[config.mk]
export PLATFORM = sky130hd
export DESIGN_NAME = cam_capture_ctrl_flat
export DESIGN_NICKNAME = d
export VERILOG_FILES = /design/src/rtl/cam_capture_ctrl_if.sv /design/src/rtl/cam_capture_ctrl.sv /design/src/flat_wrapper.sv
export SDC_FILE = /design/constraint.sdc
export NUM_CORES = 1
export LEC_CHECK = 0
export ABC_CLOCK_PERIOD_IN_PS = 3250
export CAP_MARGIN = 20
export CORE_ASPECT_RATIO = 1.1
export CORE_UTILIZATION = 50
export CTS_CLUSTER_SIZE = 14
export DETAILED_ROUTE_END_ITERATION = 8
export PLACE_DENSITY = 0.74
export SKIP_LAST_GASP = 1
export SYNTH_ARGS = -nofsm -noshare
export SYNTH_HDL_FRONTEND = slang
export SYNTH_SLANG_ARGS = --single-unit
[constraint.sdc]
create_clock -name clk -period 3.25 [get_ports clk]
set_input_delay 0.65 -clock clk [delete_from_list [all_inputs] [get_ports clk]]
set_output_delay 0.65 -clock clk [all_outputs]
set_load 0.1 [all_outputs]
[src/rtl/cam_capture_ctrl_if.sv]
// Camera capture bundle: raw parallel-camera bus in, assembled pixel stream out.
//   apclk/ahref/avsync/adata : asynchronous camera pixel clock, line valid, frame sync, data
//   pix_valid/pix_ready      : pixel stream handshake
//   pix_data/pix_x/pix_y     : assembled pixel and its decimated coordinates
//   pix_sof                  : first emitted pixel of a frame
// master = the capture controller (sinks the camera bus, sources the pixel stream).
// slave  = the environment (drives the camera bus, consumes the pixel stream).
interface cam_capture_ctrl_if #(
  parameter int unsigned DATA_W        = 8,
  parameter int unsigned BYTES_PER_PIX = 2,
  parameter int unsigned X_W           = 10,
  parameter int unsigned Y_W           = 9
);
  logic                            apclk;
  logic                            ahref;
  logic                            avsync;
  logic [DATA_W-1:0]               adata;
  logic                            pix_valid;
  logic                            pix_ready;
  logic [BYTES_PER_PIX*DATA_W-1:0] pix_data;
  logic [X_W-1:0]                  pix_x;
  logic [Y_W-1:0]                  pix_y;
  logic                            pix_sof;

  modport master (
    input  apclk, ahref, avsync, adata, pix_ready,
    output pix_valid, pix_data, pix_x, pix_y, pix_sof
  );

  modport slave (
    output apclk, ahref, avsync, adata, pix_ready,
    input  pix_valid, pix_data, pix_x, pix_y, pix_sof
  );
endinterface

[src/rtl/cam_capture_ctrl.sv]
// Camera front-end: synchronises the parallel-camera bus into clk, assembles
// multi-beat pixels (MSB beat first), tags them with frame/line coordinates,
// applies power-of-two decimation and presents them on a valid/ready stream.
// Ports:
//   clk, res       : system clock, synchronous active-low reset
//   bus            : camera bus + pixel stream (cam_capture_ctrl_if.master)
//   i_enable       : capture enable, acted on at frame boundaries only
//   i_decim        : subsample factor 2^i_decim in both axes
//   i_clr_status   : clears sticky status bits
//   o_line_done    : one-cycle pulse at each line end
//   o_frame_done   : one-cycle pulse at each frame end
//   o_status       : sticky {x overflow, partial pixel, overrun}
module cam_capture_ctrl #(
  parameter int unsigned DATA_W        = 8,
  parameter int unsigned BYTES_PER_PIX = 2,
  parameter int unsigned X_W           = 10,
  parameter int unsigned Y_W           = 9,
  parameter int unsigned SYNC_STAGES   = 2,
  parameter bit          VSYNC_ACTIVE  = 1'b1
) (
  input  logic                   clk,
  input  logic                   res,
  cam_capture_ctrl_if.master     bus,
  input  logic                   i_enable,
  input  logic [1:0]             i_decim,
  input  logic                   i_clr_status,
  output logic                   o_line_done,
  output logic                   o_frame_done,
  output logic [2:0]             o_status
);

  localparam int unsigned PIX_W = BYTES_PER_PIX * DATA_W;
  localparam int unsigned BC_W  = (BYTES_PER_PIX > 1) ? $clog2(BYTES_PER_PIX) : 1;
  localparam logic [BC_W-1:0] LAST_BEAT = BC_W'(BYTES_PER_PIX - 1);
  localparam logic [X_W-1:0]  X_MAX     = '1;
  localparam logic [Y_W-1:0]  Y_MAX     = '1;

  localparam logic [1:0] S_IDLE       = 2'd0;
  localparam logic [1:0] S_WAIT_VS    = 2'd1;
  localparam logic [1:0] S_WAIT_FRAME = 2'd2;
  localparam logic [1:0] S_ACTIVE     = 2'd3;

  // Synchroniser chains: index 0 is the first stage, SYNC_STAGES-1 the output.
  logic [SYNC_STAGES-1:0]             r_pclk_sync;
  logic [SYNC_STAGES-1:0]             r_href_sync;
  logic [SYNC_STAGES-1:0]             r_vsync_sync;
  logic [SYNC_STAGES-1:0][DATA_W-1:0] r_data_sync;

  logic              r_pclk_d;
  logic              r_href_d;
  logic [1:0]        r_state;
  logic [BC_W-1:0]   r_beat_cnt;
  logic [PIX_W-1:0]  r_asm;
  logic [X_W-1:0]    r_src_x;
  logic [Y_W-1:0]    r_src_y;
  logic              r_line_seen;
  logic              r_sof_armed;

  logic              r_pix_valid;
  logic [PIX_W-1:0]  r_pix_data;
  logic [X_W-1:0]    r_pix_x;
  logic [Y_W-1:0]    r_pix_y;
  logic              r_pix_sof;
  logic              r_line_done;
  logic              r_frame_done;
  logic [2:0]        r_status;

  logic              w_pclk;
  logic              w_href;
  logic              w_vsync;
  logic [DATA_W-1:0] w_data;
  logic [1:0]        w_state_nxt;
  logic              w_frame_start;
  logic              w_frame_end;
  logic              w_active;
  logic              w_beat;
  logic              w_line_end;
  logic              w_pix_done;
  logic [PIX_W-1:0]  w_asm_next;
  logic              w_x_full;
  logic [X_W-1:0]    w_mask_x;
  logic [Y_W-1:0]    w_mask_y;
  logic              w_keep;
  logic              w_emit;
  logic              w_hs;
  logic              w_load;
  logic [2:0]        w_status_set;

  assign w_pclk  = r_pclk_sync[SYNC_STAGES-1];
  assign w_href  = r_href_sync[SYNC_STAGES-1];
  assign w_vsync = r_vsync_sync[SYNC_STAGES-1];
  assign w_data  = r_data_sync[SYNC_STAGES-1];

  // Synchronisers; equal depth keeps data aligned with the strobes.
  always_ff @(posedge clk) begin
    if (!res) begin
      r_pclk_sync  <= '0;
      r_href_sync  <= '0;
      r_vsync_sync <= {SYNC_STAGES{VSYNC_ACTIVE}};
      r_data_sync  <= '0;
    end else begin
      r_pclk_sync  <= {r_pclk_sync[SYNC_STAGES-2:0], bus.apclk};
      r_href_sync  <= {r_href_sync[SYNC_STAGES-2:0], bus.ahref};
      r_vsync_sync <= {r_vsync_sync[SYNC_STAGES-2:0], bus.avsync};
      r_data_sync  <= {r_data_sync[SYNC_STAGES-2:0], bus.adata};
    end
  end

  // FSM state register.
  always_ff @(posedge clk) begin
    if (!res) r_state <= S_IDLE;
    else      r_state <= w_state_nxt;
  end

  // FSM next state and frame boundary strobes. Enable only takes effect at
  // frame boundaries so a frame is never started or cut part way through.
  always_comb begin
    w_state_nxt   = r_state;
    w_frame_start = 1'b0;
    w_frame_end   = 1'b0;
    case (r_state)
      S_IDLE: begin
        if (i_enable) w_state_nxt = S_WAIT_VS;
      end
      S_WAIT_VS: begin
        if (!i_enable)                   w_state_nxt = S_IDLE;
        else if (w_vsync == VSYNC_ACTIVE) w_state_nxt = S_WAIT_FRAME;
      end
      S_WAIT_FRAME: begin
        if (w_vsync != VSYNC_ACTIVE) begin
          if (i_enable) begin
            w_state_nxt   = S_ACTIVE;
            w_frame_start = 1'b1;
          end else begin
            w_state_nxt   = S_IDLE;
          end
        end
      end
      S_ACTIVE: begin
        if (w_vsync == VSYNC_ACTIVE) begin
          w_frame_end = 1'b1;
          w_state_nxt = i_enable ? S_WAIT_FRAME : S_IDLE;
        end
      end
      default: w_state_nxt = S_IDLE;
    endcase
  end

  // Beat / pixel / emission decode.
  always_comb begin
    w_active     = (r_state == S_ACTIVE);
    // A beat arriving with the closing vsync belongs to no frame.
    w_beat       = w_active && !w_frame_end && w_pclk && !r_pclk_d && w_href;
    w_line_end   = w_active && r_href_d && !w_href;
    w_pix_done   = w_beat && (r_beat_cnt == LAST_BEAT);
    w_asm_next   = (r_asm << DATA_W) | PIX_W'(w_data);
    w_x_full     = (r_src_x == X_MAX);
    w_mask_x     = ~(X_MAX << i_decim);
    w_mask_y     = ~(Y_MAX << i_decim);
    w_keep       = ((r_src_x & w_mask_x) == '0) && ((r_src_y & w_mask_y) == '0);
    w_emit       = w_pix_done && !w_x_full && w_keep;
    w_hs         = r_pix_valid && bus.pix_ready;
    w_load       = w_emit && (!r_pix_valid || bus.pix_ready);
    w_status_set = {w_pix_done && w_x_full,
                    (w_line_end || w_frame_end) && (r_beat_cnt != '0),
                    w_emit && r_pix_valid && !bus.pix_ready};
  end

  // Coordinate tracking, byte assembly, output register and status.
  always_ff @(posedge clk) begin
    if (!res) begin
      r_pclk_d     <= 1'b0;
      r_href_d     <= 1'b0;
      r_beat_cnt   <= '0;
      r_asm        <= '0;
      r_src_x      <= '0;
      r_src_y      <= '0;
      r_line_seen  <= 1'b0;
      r_sof_armed  <= 1'b0;
      r_pix_valid  <= 1'b0;
      r_pix_data   <= '0;
      r_pix_x      <= '0;
      r_pix_y      <= '0;
      r_pix_sof    <= 1'b0;
      r_line_done  <= 1'b0;
      r_frame_done <= 1'b0;
      r_status     <= '0;
    end else begin
      r_pclk_d     <= w_pclk;
      r_href_d     <= w_href;
      r_line_done  <= w_line_end;
      r_frame_done <= w_frame_end;
      r_status     <= (i_clr_status ? 3'b000 : r_status) | w_status_set;

      if (w_frame_start) begin
        r_beat_cnt  <= '0;
        r_src_x     <= '0;
        r_src_y     <= '0;
        r_line_seen <= 1'b0;
        r_sof_armed <= 1'b1;
      end else begin
        if (w_line_end || w_frame_end) begin
          // Any partial pixel is dropped here; only lines with data advance y.
          r_beat_cnt  <= '0;
          r_src_x     <= '0;
          r_line_seen <= 1'b0;
          if (w_line_end && r_line_seen && (r_src_y != Y_MAX))
            r_src_y <= r_src_y + 1'b1;
        end else if (w_beat) begin
          r_line_seen <= 1'b1;
          r_asm       <= w_asm_next;
          r_beat_cnt  <= (r_beat_cnt == LAST_BEAT) ? '0 : r_beat_cnt + 1'b1;
          if (w_pix_done && !w_x_full)
            r_src_x <= r_src_x + 1'b1;
        end
        if (w_load) r_sof_armed <= 1'b0;
      end

      // Single output register: hold under back-pressure, refill on handshake.
      if (w_load) begin
        r_pix_valid <= 1'b1;
        r_pix_data  <= w_asm_next;
        r_pix_x     <= r_src_x >> i_decim;
        r_pix_y     <= r_src_y >> i_decim;
        r_pix_sof   <= r_sof_armed;
      end else if (w_hs) begin
        r_pix_valid <= 1'b0;
        r_pix_sof   <= 1'b0;
      end
    end
  end

  assign bus.pix_valid = r_pix_valid;
  assign bus.pix_data  = r_pix_data;
  assign bus.pix_x     = r_pix_x;
  assign bus.pix_y     = r_pix_y;
  assign bus.pix_sof   = r_pix_sof;
  assign o_line_done   = r_line_done;
  assign o_frame_done  = r_frame_done;
  assign o_status      = r_status;

endmodule
[src/flat_wrapper.sv]
// flat-port wrapper written by rule: the top's interface ports become plain ports
module cam_capture_ctrl_flat 
#(
  parameter int unsigned DATA_W        = 8,
  parameter int unsigned BYTES_PER_PIX = 2,
  parameter int unsigned X_W           = 10,
  parameter int unsigned Y_W           = 9,
  parameter int unsigned SYNC_STAGES   = 2,
  parameter bit          VSYNC_ACTIVE  = 1'b1
)
  (clk, res, i_enable, i_decim, i_clr_status, o_line_done, o_frame_done, o_status, bus_apclk, bus_ahref, bus_avsync, bus_adata, bus_pix_ready, bus_pix_valid, bus_pix_data, bus_pix_x, bus_pix_y, bus_pix_sof);
  cam_capture_ctrl_if #(.DATA_W(DATA_W), .BYTES_PER_PIX(BYTES_PER_PIX), .X_W(X_W), .Y_W(Y_W)) bus_i ();
  input  logic clk;
  input  logic res;
  input  logic i_enable;
  input  logic [1:0] i_decim;
  input  logic i_clr_status;
  output logic o_line_done;
  output logic o_frame_done;
  output logic [2:0] o_status;
  input wire logic [$bits(bus_i.apclk)-1:0] bus_apclk;
  input wire logic [$bits(bus_i.ahref)-1:0] bus_ahref;
  input wire logic [$bits(bus_i.avsync)-1:0] bus_avsync;
  input wire logic [$bits(bus_i.adata)-1:0] bus_adata;
  input wire logic [$bits(bus_i.pix_ready)-1:0] bus_pix_ready;
  output wire logic [$bits(bus_i.pix_valid)-1:0] bus_pix_valid;
  output wire logic [$bits(bus_i.pix_data)-1:0] bus_pix_data;
  output wire logic [$bits(bus_i.pix_x)-1:0] bus_pix_x;
  output wire logic [$bits(bus_i.pix_y)-1:0] bus_pix_y;
  output wire logic [$bits(bus_i.pix_sof)-1:0] bus_pix_sof;
  assign bus_i.apclk = bus_apclk;
  assign bus_i.ahref = bus_ahref;
  assign bus_i.avsync = bus_avsync;
  assign bus_i.adata = bus_adata;
  assign bus_i.pix_ready = bus_pix_ready;
  assign bus_pix_valid = bus_i.pix_valid;
  assign bus_pix_data = bus_i.pix_data;
  assign bus_pix_x = bus_i.pix_x;
  assign bus_pix_y = bus_i.pix_y;
  assign bus_pix_sof = bus_i.pix_sof;
  cam_capture_ctrl #(.DATA_W(DATA_W), .BYTES_PER_PIX(BYTES_PER_PIX), .X_W(X_W), .Y_W(Y_W), .SYNC_STAGES(SYNC_STAGES), .VSYNC_ACTIVE(VSYNC_ACTIVE)) u_core (.clk(clk), .res(res), .bus(bus_i), .i_enable(i_enable), .i_decim(i_decim), .i_clr_status(i_clr_status), .o_line_done(o_line_done), .o_frame_done(o_frame_done), .o_status(o_status));
endmodule
### Yosys cells after proc, flatten, opt, wreduce, memory -nomap -nowiden

Index checks and enable logic that the tools add are counted.

| operators by class | value |
|---|---|
| shifts and indexed selects | 4 |
| add/subtract/negate cells | 3 |
| bitwise operators | 9 |
| magnitude comparators | 0 |
| equality and inequality tests | 9 |
| muxes and demuxes | 20 |
| div/mod/pow operators | 0 |
| $mul | 0 |
| reduce and logical (&&, ||, !) cells | 37 |

Operator list:

| operator | count |
|---|---|
| logical AND 1 bit | 18 |
| bitwise OR 16 x 8 -> 16 bit | 1 |
| 2-to-1 mux 2 bit | 7 |
| 2-to-1 mux 1 bit | 11 |
| adder 10 x 1 -> 10 bit (second input constant) | 1 |
| AND 10 bit | 1 |
| equality test 10 bit (second input constant) | 1 |
| logical NOT 10 bit | 1 |
| NOT 10 bit | 1 |
| left shift 10 x 2 -> 10 bit (first input constant) | 1 |
| right shift 10 x 2 -> 10 bit | 1 |
| adder 9 x 1 -> 9 bit (second input constant) | 1 |
| AND 9 bit | 1 |
| logical NOT 9 bit | 1 |
| inequality test 9 bit (second input constant) | 1 |
| NOT 9 bit | 1 |
| left shift 9 x 2 -> 9 bit (first input constant) | 1 |
| right shift 9 x 2 -> 9 bit | 1 |
| case mux 2 bit (4 select lines) | 1 |
| logical NOT 1 bit | 6 |
| equality test 2 bit (second input constant) | 2 |
| inequality test 2 bit (second input constant) | 2 |
| AND reduction 2 bit | 2 |
| AND reduction 4 bit | 1 |
| 13 further kinds | 17 |

| storage, ports and cells | value |
|---|---|
| memories | 0 |
| word-level logic and storage cells | 104 |
| register bits after elaboration | 98 |
| output and inout bits | 42 |
| bits in read-only memories | 0 |
| memory bits (writable) | 0 |
| latch bits | 0 |

### Longest topological paths before layout

| logic depth | value |
|---|---|
| depth in word-level cells | 13 |
| depth in mapped cells | 9 |
| mapped depth without buffers | 9 |

### Worst setup path before layout

No wires, ideal clock.

| path | value |
|---|---|
| kind | input to register |
| start point | input port i_decim[0] |
| end point | register u_core.r_pix_x[4] (netlist: u_core.bus.pix_x[4]) |
| arrival time | 1.909 ns |
| path slack | 1.221 ns |
| data required time | 3.130 ns |
| cell stages on the path | 4 |
| path through | clkbuf_1 mux4_2 mux2i_1 nor2b_1 |

| on the way | value |
|---|---|
| longest elaborated chain between the ends | 7 |
| elaborated cells between the ends (all ways) | 12 |
| classes of those cells | shift: 3; bitwise: 4; reduce/logical: 5 |

Ends and longest elaborated chain:

| what | line | RTL |
|---|---|---|
| start: declaration | flat_wrapper.sv:16 | `input logic [1:0] i_decim;` |
| left shift 10 x 2 -> 10 bit or left shift 9 x 2 -> 9 bit (tied branches) | cam_capture_ctrl.sv:158, cam_capture_ctrl.sv:159 |  |
| NOT 10 bit or NOT 9 bit (tied branches) | cam_capture_ctrl.sv:158, cam_capture_ctrl.sv:159 |  |
| AND 10 bit or AND 9 bit (tied branches) | cam_capture_ctrl.sv:160 | `w_keep = ((r_src_x & w_mask_x) == '0) && ((r_src_y & w_mask_y) == '0);` |
| logical NOT 10 bit or logical NOT 9 bit (tied branches) | cam_capture_ctrl.sv:160 |  |
| logical AND 1 bit | cam_capture_ctrl.sv:160 |  |
| logical AND 1 bit | cam_capture_ctrl.sv:161 | `w_emit = w_pix_done && !w_x_full && w_keep;` |
| logical AND 1 bit | cam_capture_ctrl.sv:163 | `w_load = w_emit && (!r_pix_valid \|\| bus.pix_ready);` |
| end signal: assignment | cam_capture_ctrl.sv:223 | `r_pix_x <= r_src_x >> i_decim;` |
| end: declaration | cam_capture_ctrl.sv:61 | `logic [X_W-1:0] r_pix_x;` |

Several ways; a longest one is shown, not always the timed one.
A chain may end at the register's enable or synchronous reset.

### Final worst setup path

| path | value |
|---|---|
| start point | register u_core.r_vsync_sync[1] |
| end point | register u_core.r_pix_x[1] (netlist: u_core.bus.pix_x[1]) |

| on the way | value |
|---|---|
| longest elaborated chain between the ends | 11 |

Ends and longest elaborated chain:

| what | line | RTL |
|---|---|---|
| start: declaration | cam_capture_ctrl.sv:46 | `logic [SYNC_STAGES-1:0] r_vsync_sync;` |
| start signal: assignment | cam_capture_ctrl.sv:99 | `r_vsync_sync <= {SYNC_STAGES{VSYNC_ACTIVE}};` |
| start signal: assignment | cam_capture_ctrl.sv:104 | `r_vsync_sync <= {r_vsync_sync[SYNC_STAGES-2:0], bus.avsync};` |
| 2-to-1 mux 1 bit | cam_capture_ctrl.sv:140 | `if (w_vsync == VSYNC_ACTIVE) begin` |
| 2-to-1 mux 1 bit | cam_capture_ctrl.sv:121 | `case (r_state)` |
| logical NOT 1 bit | cam_capture_ctrl.sv:153 | `w_beat = w_active && !w_frame_end && w_pclk && !r_pclk_d && w_href;` |
| logical AND 1 bit (4 in series) | cam_capture_ctrl.sv:153 |  |
| logical AND 1 bit | cam_capture_ctrl.sv:155 | `w_pix_done = w_beat && (r_beat_cnt == LAST_BEAT);` |
| logical AND 1 bit (2 in series) | cam_capture_ctrl.sv:161 |  |
| logical AND 1 bit | cam_capture_ctrl.sv:163 |  |

No other way between the ends.

==> qor.csv <==
stage,metric,value,unit
floorplan,total core area,7910,sq um
power_and_ir_drop,static leakage,1.74,nW
clock_tree,Worst-Skew Late Latency,0.37,ns
cells_and_area,nets,469,
timing,fmax,0.423,GHz
clock_tree,CTS Root Cell,clkbuf_8,
global_route,largest net degree at the start of global routing,78,
setup_path,"Arr. time, crit path",2.62,ns
setup_path,Setup CP Type,reg2reg,
placement,Placed Instances,545,
detailed_routing,Routed Antenna Nets,0,
timing,Final min period,2.37,ns
floorplan,Initial Util,51.5,%
power_and_ir_drop,Peak VDD IR,288,uV
setup_path,Buf/Inv on CP,1,
synth,Synth Instances,398,
global_route,first-pass GRT wire length,12.9,mm
cells_and_area,ant diodes,0,
floorplan,DIE AREA,8510,sq um
setup_path,critical path's largest stage delay,0.52,ns
timing,Worst Tran Pin Value,0.588,ns
cells_and_area,Area Overhead vs Synth,18.5,%
synth,Synth cell types,40,
setup_path,Worst R2R End,u_core.bus.pix_x[1]$_SDFFE_PN0P_,
cells_and_area,final core utilization,61.0,%
clock_tree,H-tree depth,3,
detailed_routing,drt drc,0,
hold_path,hold path startpoint,u_core.r_vsync_sync[0]$_SDFF_PN1_,
hold_path,HP Class,reg2reg,
global_route,vias in the first global route,2709,
power_and_ir_drop,PD cells,442,nW/um^2
setup_path,CP Max Fanout,23,
setup_path,FF-to-FF Start,u_core.r_vsync_sync[1]$_SDFF_PN1_,
clock_tree,post-cts repair resize count,0,
cells_and_area,Post-Layout Cell Count,561,
setup_path,crit end category,register,
clock_tree,CTS tree,built,
setup_path,reg2reg path depth,6,
synth,synthesized flop and latch total,98,
flow_run,max_cap viols,0,
run_status,status,finished clean,
detailed_routing,average via count per standard cell,5.20,
cells_and_area,multi-input combinational cell area,1970,sq um
synth,syn_nets,419,
clock_tree,total CTS buffers,9,
clock_tree,clk sinks,98,
power_and_ir_drop,Overall Power,2.13,mW
synth,Yosys warning count,0,
placement,Routability Congestion,0.824,
synth,Synth area leader,dfxtp_1,
timing,clk_skew,0.0163,ns
detailed_routing,Via Count,2919,
timing,crit share post-route,72.8,%
setup_path,cell family with most CP delay,simple AND/OR/NAND/NOR gates,
detailed_routing,DRT Pass-1 Iters,4,
synth,largest cells by area after synthesis,"dfxtp_1 (48%), mux2i_1 (8.6%), nor2b_1 (6.3%), mux4_2 (6.1%), and2_1 (3.7%)",
setup_path,Worst Setup SP,u_core.r_vsync_sync[1]$_SDFF_PN1_,
cells_and_area,"commonest cells after routing, fill and taps aside","dfxtp_1 (98), buf_4 (49), nor2b_1 (41)",
synth,sequential share of the synthesized area,48.2,%
clock_tree,post-CTS setup buffer count,0,
global_route,antenna violations before repair,0,
clock_tree,hold buffers post-CTS,0,
setup_path,Critical-path top delay cell,and4bb_1,
synth,share of the synthesized area in the top cell type,48.2,%
floorplan,Die H,96.7,microns
synth,syn_area_per_cell,10.2,sq um
timing,RSZ-0062 raised after global routing,false,
timing,Rel. slew slack,60.8,%
setup_path,Reg2Reg Setup Slack,0.88,ns
timing,final hold violations,0,
timing,setup violators final,0,
setup_path,CP Cell Sequence,and4bb_1 -> nand3_2 -> nor4_4 -> buf_4 -> mux2i_1 -> nor2b_1,
global_route,GRT overflow,0,
setup_path,crit start category,register,
cells_and_area,Layout fillers,691,
floorplan,I/O pins,60,
detailed_routing,Total Wirelength,7.66,mm
cells_and_area,sequential cell area,1960,sq um
hold_path,Hold Path Stages,1,
global_route,total track usage,19.4,%
placement,DPL Wire Length,5.23,mm
detailed_routing,wire per inst,13.7,microns
detailed_routing,drt initial violations,126,
synth,Post-Syn Area,4070,sq um
timing,fin. max-slew vios,0,
placement,# port buffers,59,
floorplan,die width,88.1,microns
cells_and_area,layout cells sized above 1,17.9,%
floorplan,Core Rows,34,
hold_path,Worst Hold End,u_core.r_vsync_sync[1]$_SDFF_PN1_,
clock_tree,"Reg clk slew, reported paths",0.09,ns
clock_tree,clk buf depth,2,
cells_and_area,"commonest non-fill, non-tap cell in the layout",dfxtp_1,
timing,setup TNS,0,ns
setup_path,Worst Path Required,3.51,ns
==> layer usage <==
layer  vias up  routed length (microns)  GRT usage [%]
li1       1463                        -              -
met1      1386                     3640           27.5
met2        58                     3570           28.9
met3        12                      314           4.18
met4         0                      145           7.44
met5         -                        0              0
==> cell families (layout without fill, tap and decap cells) <==
family | Yosys count | count (layout) | synth area share [%]
flip-flops | 98 | 98 | 48.2
AO/OA/AOI/OAI | 37 | 37 | 6.08
adder cells (fa/ha/maj) | 3 | 3 | 0.921
multiplexers | 46 | 46 | 14.7
XOR/XNOR | 18 | 18 | 3.87
buffers and inverters | 29 | 84 | 3.41
AND/OR/NAND/NOR | 167 | 167 | 22.9
==> flip-flops by register name, indices dropped and copies added (netlist names) <==
register,flops
u_core.bus.pix_data,16
u_core.bus.pix_sof,1
u_core.bus.pix_valid,1
u_core.bus.pix_x,10
u_core.bus.pix_y,9
u_core.o_frame_done,1
u_core.o_line_done,1
u_core.o_status,3
u_core.r_asm,8
u_core.r_beat_cnt,1
u_core.r_data_sync,8
u_core.r_href_d,1
u_core.r_href_sync,2
u_core.r_line_seen,1
u_core.r_pclk_d,1
u_core.r_pclk_sync,2
u_core.r_sof_armed,1
u_core.r_src_x,10
u_core.r_src_y,9
u_core.r_state,2
u_core.r_vsync_sync,2
u_core.w_data,8
==> area by class of cell <==
type                            instances  share of cell area [%]
Multi-Input combinational cell        271                    40.9
Sequential cell                        98                    40.6
Timing Repair Buffer                   66                    11.0
Tap cell                              108                    2.80
Clock buffer                            9                    2.57
Clock inverter                          7                    1.92
Inverter                                2                   0.156
==> Yosys cell counts (all sizes together) <==
| cell | number |
|---|---|
| a211oi | 2 |
| a21boi | 13 |
| a21oi | 9 |
| and2 | 24 |
| and3 | 3 |
| and4bb | 1 |
| buf | 8 |
| clkbuf | 19 |
| dfxtp | 98 |
| ha | 3 |
| inv | 2 |
| mux2i | 35 |
| mux4 | 11 |
| nand2 | 20 |
| nand2b | 9 |
| nand3 | 19 |
| nand4 | 5 |
| nand4b | 1 |
| nor2 | 28 |
| nor2b | 41 |
| nor3 | 5 |
| nor3b | 2 |
| nor4 | 5 |
| nor4b | 1 |
| o211a | 2 |
| o211ai | 3 |
| o21a | 2 |
| o21ai | 4 |
| o22ai | 2 |
| or2 | 1 |
| or3b | 1 |
| or4 | 1 |
| xnor2 | 12 |
| xor2 | 6 |
==> worst max path at each step <==
stage                                                  end  slack [ns]  depth (start not counted)
after detailed placement    u_core.r_src_x[6]$_SDFFE_PP0P_        0.77                          6
after global routing      u_core.bus.pix_y[2]$_SDFFE_PN0P_        0.70                          6
after floorplan           u_core.bus.pix_x[4]$_SDFFE_PN0P_        1.22                          4
after CTS                 u_core.bus.pix_x[1]$_SDFFE_PN0P_        0.86                          6
after global placement      u_core.r_beat_cnt$_SDFFE_PP0P_        0.83                          6
final                     u_core.bus.pix_x[1]$_SDFFE_PN0P_        0.88                          6
==> stage by stage <==
step           setup slack (ns)  hold slack [ns]  instance area, sq um
2_1_floorplan              1.22            0.386                  4070
3_5_place_dp              0.775            0.403                  4610
4_1_cts                   0.860            0.425                  4830
6_report                  0.885            0.419                  4830
3_3_place_gp              0.827            0.393                  4610
5_1_grt                   0.702            0.430                  4830
==> where the power goes <==
| group | leakage (nW) | switching, mW | internal [mW] |
|---|---|---|---|
| logic | 0.839 | 0.0392 | 0.0467 |
| clock network | 0.109 | 0.449 | 0.376 |
| registers | 0.794 | 0.00798 | 1.22 |
| total | 1.74 | 0.496 | 1.64 |
Note: power is estimated with default switching activity, not from simulation.
==> edit 1, RTL diff (config.mk and constraints unchanged) <==
Put one more register stage on the output `o_status`, without a reset. The value now appears one clock later. The other outputs are not delayed to match.
--- a/src/rtl/cam_capture_ctrl.sv
+++ b/src/rtl/cam_capture_ctrl.sv
@@ -238,5 +238,7 @@
   assign o_line_done   = r_line_done;
   assign o_frame_done  = r_frame_done;
-  assign o_status      = r_status;
+  always_ff @(posedge clk) begin
+    o_status <= r_status;
+  end
 
 endmodule
Check against the original RTL: not equivalent (Yosys sat finds a counterexample within 10 cycles, from zero or initial values).
==> edit 1 against the unedited design <==
  * Synthesized area fell by 0.68%
  * Clock power is 8.1% lower
  * Cell area shrank 1.0%
  * Sequential cell count rose by 3
  * Sequential power is 3% higher
  * Combinational power shrank 4.3%
  * Power decreased by 1.6%
  * Count of clock-buffer cells in the layout unchanged
  * Worst setup slack gained 0.072 ns
  * Wire length decreased by 2.2%
  * Non-clock buffer count decreased by 1
  * Critical endpoint is now u_core.bus.pix_y[7]
  * Largest cell class is now registers
==> edit 1: results (changes against the unedited design) <==
* Setup WS pre-CTS at 0.6848 ns (-0.09010 ns)
* Skew final at 0.01891 ns (+0.002597 ns)
* Gr usage total at 19.88% (+0.46 points)
* Post-synthesis cell count at 401 (+0.75%)
* Synth top area cells: dfxtp_1 50%, mux2i_1 8.7%, nor2_1 6.2%, mux4_2 6.1%, and2_1 3.6%
* Initial drt markers at 152 (+21%)
* Pint at 1.643 mW (+0.31%)
* Outcome: finished clean
* Worst Hold Path Cells at 0 (-1)
* Non-Filler Instances at 564 (+0.53%)
* Filler cells at 687 (-0.58%)
* Post-synthesis cell type count at 41 (+2.5%)
* Worst Max-Slew Pin Slew at 0.5668 ns (-0.02085 ns)
* Pin count of the biggest net entering global routing at 52 (-33%)
* DP Wirelength at 5.282 mm (+1.0%)
* Cell total after placement at 550 (+0.92%)
* Final setup margin at 0.9571 ns (+0.07231 ns)
* Post-synthesis sequential area ratio at 49.97% (+1.8 points)
* Routed WL per cell at 13.29 microns (-2.7%)
* Placer Congestion at 0.8096 (-1.7%)
* DR vias at 2903 (-0.55%)
* Crit-path max FO at 41 (+78%)
* Hold endpoint: u_core.o_status[1]
* Global-route wire length before repair at 12.97 mm (+0.75%)
* Post-Syn Nets at 422 (+0.72%)
* Met3 usage at 5.317% (+1.1 points)
* Leakage at 1.756 nW (+0.80%)
## edit 1: changes by cell type after synthesis, sizes merged, moves of 3 or more
| cell | unedited run | this run |
|---|---|---|
| nor2b | 41 | 8 |
| dfxtp | 98 | 101 |
| clkbuf | 19 | 15 |
| a21boi | 13 | 0 |
| nand4 | 5 | 2 |
| nor2 | 28 | 67 |
| a21oi | 9 | 23 |
## edit 1: cell families (layout without fill, tap and decap cells)
| logic type | after synthesis | after routing | share of synthesized area [%] |
|---|---|---|---|
| compound gates | 36 | 36 | 5.226 |
| xor+xnor | 18 | 18 | 3.896 |
| fa+ha+maj | 3 | 3 | 0.9277 |
| buf+inv | 25 | 80 | 3.339 |
| flops | 101 | 101 | 49.97 |
| mux | 46 | 46 | 14.78 |
| simple gates | 172 | 172 | 21.86 |
## edit 1: metal layers
metal / wire, microns / up-vias
met4: 63 / 0
li1: - / 1461
met1: 3455 / 1371
met3: 313 / 5
met2: 3666 / 66
met5: 0 / -
## edit 1: power groups by stage
stage                     sequential, mW  clock (mW)  combinational [mW]
after floorplan                     1.29           0              0.0498
after global placement              1.29           0              0.0816
after detailed placement            1.29           0              0.0833
after CTS                           1.26       0.777              0.0836
after global routing                1.26       0.842              0.0912
final                               1.26       0.757              0.0822
## edit 1: worst max-delay path, delay by kind of cell, from the launching register on
family,cells,cell delay (ns)
DFF,1,0.37
muxes,1,0.22
and+or+nand+nor,4,1.23
buffers and inverters,1,0.30
## edit 1: area by class of cell
type                       instances  area, sq um  area share (%)
clock buffer                       9        123.9           2.592
sequential                       101         2022           42.31
inverter                           1        3.754         0.07855
clock inverter                     5        61.31           1.283
tap                              108        135.1           2.828
timing repair buffer              65        543.0           11.36
multi-input combinational        275         1889           39.54
==> edit 2, RTL diff (same settings) <==
Made on the original files. `BYTES_PER_PIX` is set to 2 in 3 places; all go to 4.
--- a/src/rtl/cam_capture_ctrl_if.sv
+++ b/src/rtl/cam_capture_ctrl_if.sv
@@ -8,5 +8,5 @@
 interface cam_capture_ctrl_if #(
   parameter int unsigned DATA_W        = 8,
-  parameter int unsigned BYTES_PER_PIX = 2,
+  parameter int unsigned BYTES_PER_PIX = 4,
   parameter int unsigned X_W           = 10,
   parameter int unsigned Y_W           = 9
--- a/src/rtl/cam_capture_ctrl.sv
+++ b/src/rtl/cam_capture_ctrl.sv
@@ -13,5 +13,5 @@
 module cam_capture_ctrl #(
   parameter int unsigned DATA_W        = 8,
-  parameter int unsigned BYTES_PER_PIX = 2,
+  parameter int unsigned BYTES_PER_PIX = 4,
   parameter int unsigned X_W           = 10,
   parameter int unsigned Y_W           = 9,
--- a/src/flat_wrapper.sv
+++ b/src/flat_wrapper.sv
@@ -3,5 +3,5 @@
 #(
   parameter int unsigned DATA_W        = 8,
-  parameter int unsigned BYTES_PER_PIX = 2,
+  parameter int unsigned BYTES_PER_PIX = 4,
   parameter int unsigned X_W           = 10,
   parameter int unsigned Y_W           = 9,
Interface: changed (resized bus_pix_data); port bits go from 60 to 76. No check against the original RTL was run, so the function may have changed too.
==> edit 2 against the unedited design <==
  * Sequential share of layout area is 0.15 points lower
  * Clock power grew 130%
  * Power up 68%
  * Sequential cell count grew 33
  * Cell area is 34% higher
  * Wire length grew 41%
  * Combinational power is 6.8% higher
  * Worst setup slack worse by 0.074 ns
  * Count of clock-buffer cells in the layout increased by 13
  * Synthesized area grew 27%
  * Global-route usage up 2.3 points
  * Critical path type unchanged
  * Largest cell class is now registers
  * Largest power group is now the clock network
==> edit 2: results (changes against the unedited design) <==
* Non-Filler Instances at 787 (+40%)
* Crit-path max FO at 36 (+57%)
* Mux contribution to synthesized area at 4.098% (-11 points)
* Syn avg cell area at 8.812 sq um (-14%)
* Post-synthesis sequential area ratio at 50.53% (+2.4 points)
* Clock root cell: clkbuf_8
* Syn. warnings at 0 (unchanged)
* Max reg flops at 32 (+16)
* Layout cells sized above 1 at 16.19% (-1.7 points)
* IR drop worst, VDD at 0.0003658 V (+27%)
* Max incr delay on CP at 0.77 ns (+0.25 ns)
* Filler cells at 845 (+22%)
* Cell total after placement at 756 (+39%)
* Port Buffer Count at 75 (+27%)
* TritonCTS Sinks at 131 (+34%)
* CTS buffer count at 17 (+8)
* Worst-path clk slew at 0.06 ns (-0.03 ns)
* Crit path max-delay family: simple AND/OR/NAND/NOR gates
* CP arrival at 2.85 ns (+0.23 ns)
* Post-synthesis adder-cell area fraction at 1.205% (+0.28 points)
* Synth top area cells: dfxtp_1 51%, nand2_1 12%, a21boi_0 9.1%, and2_1 3.1%, clkbuf_1 2.6%
* Global-route wire length before repair at 18.16 mm (+41%)
* Initial drt markers at 179 (+42%)
* Post-synthesis cell type count at 39 (-2.5%)
* Ys async rst share at 0% (unchanged)
* Slew margin rel. at 38.58% (-22 points)
* Skew final at 0.008368 ns (-0.007942 ns)
* Post-synthesis compound-gate area fraction at 15.14% (+9.1 points)
* Outcome: finished clean
* Fin nets at 678 (+45%)
* Via density at 5.201 (about the same)
* Total Wirelength at 10.80 mm (+41%)
* Vias in the first global route at 3884 (+43%)
* Pin count of the biggest net entering global routing at 77 (-1.3%)
* Slowest-stage cell, CP: or4_2
* Antenna Cells at 0 (unchanged)
* XOR/XNOR Fraction of Synth Area at 2.869% (-1.0 points)
* Placer Congestion at 0.7821 (-5.1%)
* Post-synth top cells: 162 x nand2_1, 131 x dfxtp_1, 63 x a21boi_0
* Clk Latency, worst-skew pair at 0.53 ns (+0.16 ns)
* Leakage at 2.436 nW (+40%)
* PostCTS Resize Cnt at 0 (unchanged)
* Setup WS pre-CTS at 0.3890 ns (-0.3859 ns)
* Pre-antenna DRT Iters at 4 (unchanged)
* DP Wirelength at 7.212 mm (+38%)
* Post-Syn Nets at 612 (+46%)
* H-tree depth at 4 (+1)
* Hold/Removal Path Class: flop to flop
* Gr usage total at 21.69% (+2.3 points)
edit 2: worst reg2reg max path, delay by kind of cell, from the launching register on:
kind / cells / cell delay [ns]
fa+ha+maj: 1 / 0.23
compound gates: 1 / 0.08
flops: 1 / 0.38
buf+inv: 2 / 0.48
simple gates: 4 / 1.14
edit 2: area by class of cell:
type / instances / area share (%)
tap: 120 / 2.318
clock inverter: 9 / 1.990
multi-input combinational: 414 / 37.23
sequential: 131 / 40.49
timing repair buffer: 85 / 10.63
clock buffer: 22 / 6.994
inverter: 6 / 0.3478
edit 2: through the flow:
step	area (sq um)	power, mW	hold WS [ns]
2_1_floorplan	5190	1.722	0.3863
3_3_place_gp	5894	1.753	0.3913
3_5_place_dp	5894	1.756	0.3952
4_1_cts	6476	3.621	0.4083
5_1_grt	6476	3.701	0.4156
6_report	6476	3.588	0.4057
edit 2: where the power goes:
part           internal (mW)  switching (mW)  leakage [nW]
registers               1.62         0.00759          1.06
logic                 0.0475          0.0442          1.10
clock network           1.20           0.665         0.281
total                   2.87           0.716          2.44
edit 2: metal layers:
layer / wire length [microns] / vias up / GRT usage, %
met5: 0 / - / 0
met4: 187 / 0 / 9.139
met3: 400 / 15 / 5.705
met2: 5232 / 79 / 36.01
met1: 4981 / 1909 / 26.83
li1: - / 2090 / -
edit 2: worst paths after layout:
check,startpoint,endpoint,slack [ns],cells past startpoint
max,u_core.r_src_x[0],u_core.bus.pix_data[7],0.81,8
max reg2reg,u_core.r_src_x[0],u_core.bus.pix_data[7],0.81,8
min reg2reg,u_core.r_vsync_sync[0],u_core.r_vsync_sync[1],0.41,1
min,u_core.r_vsync_sync[0],u_core.r_vsync_sync[1],0.41,1
edit 2: cells by family (layout without fill, tap and decap cells):
group | count (synthesis) | count (layout)
and+or+nand+nor | 265 | 265
DFF | 131 | 131
AOI/OAI and AO/OA | 108 | 108
buffers and inverters | 44 | 122
muxes | 19 | 19
xor gates and xnor gates | 17 | 17
adders and majority gates | 5 | 5
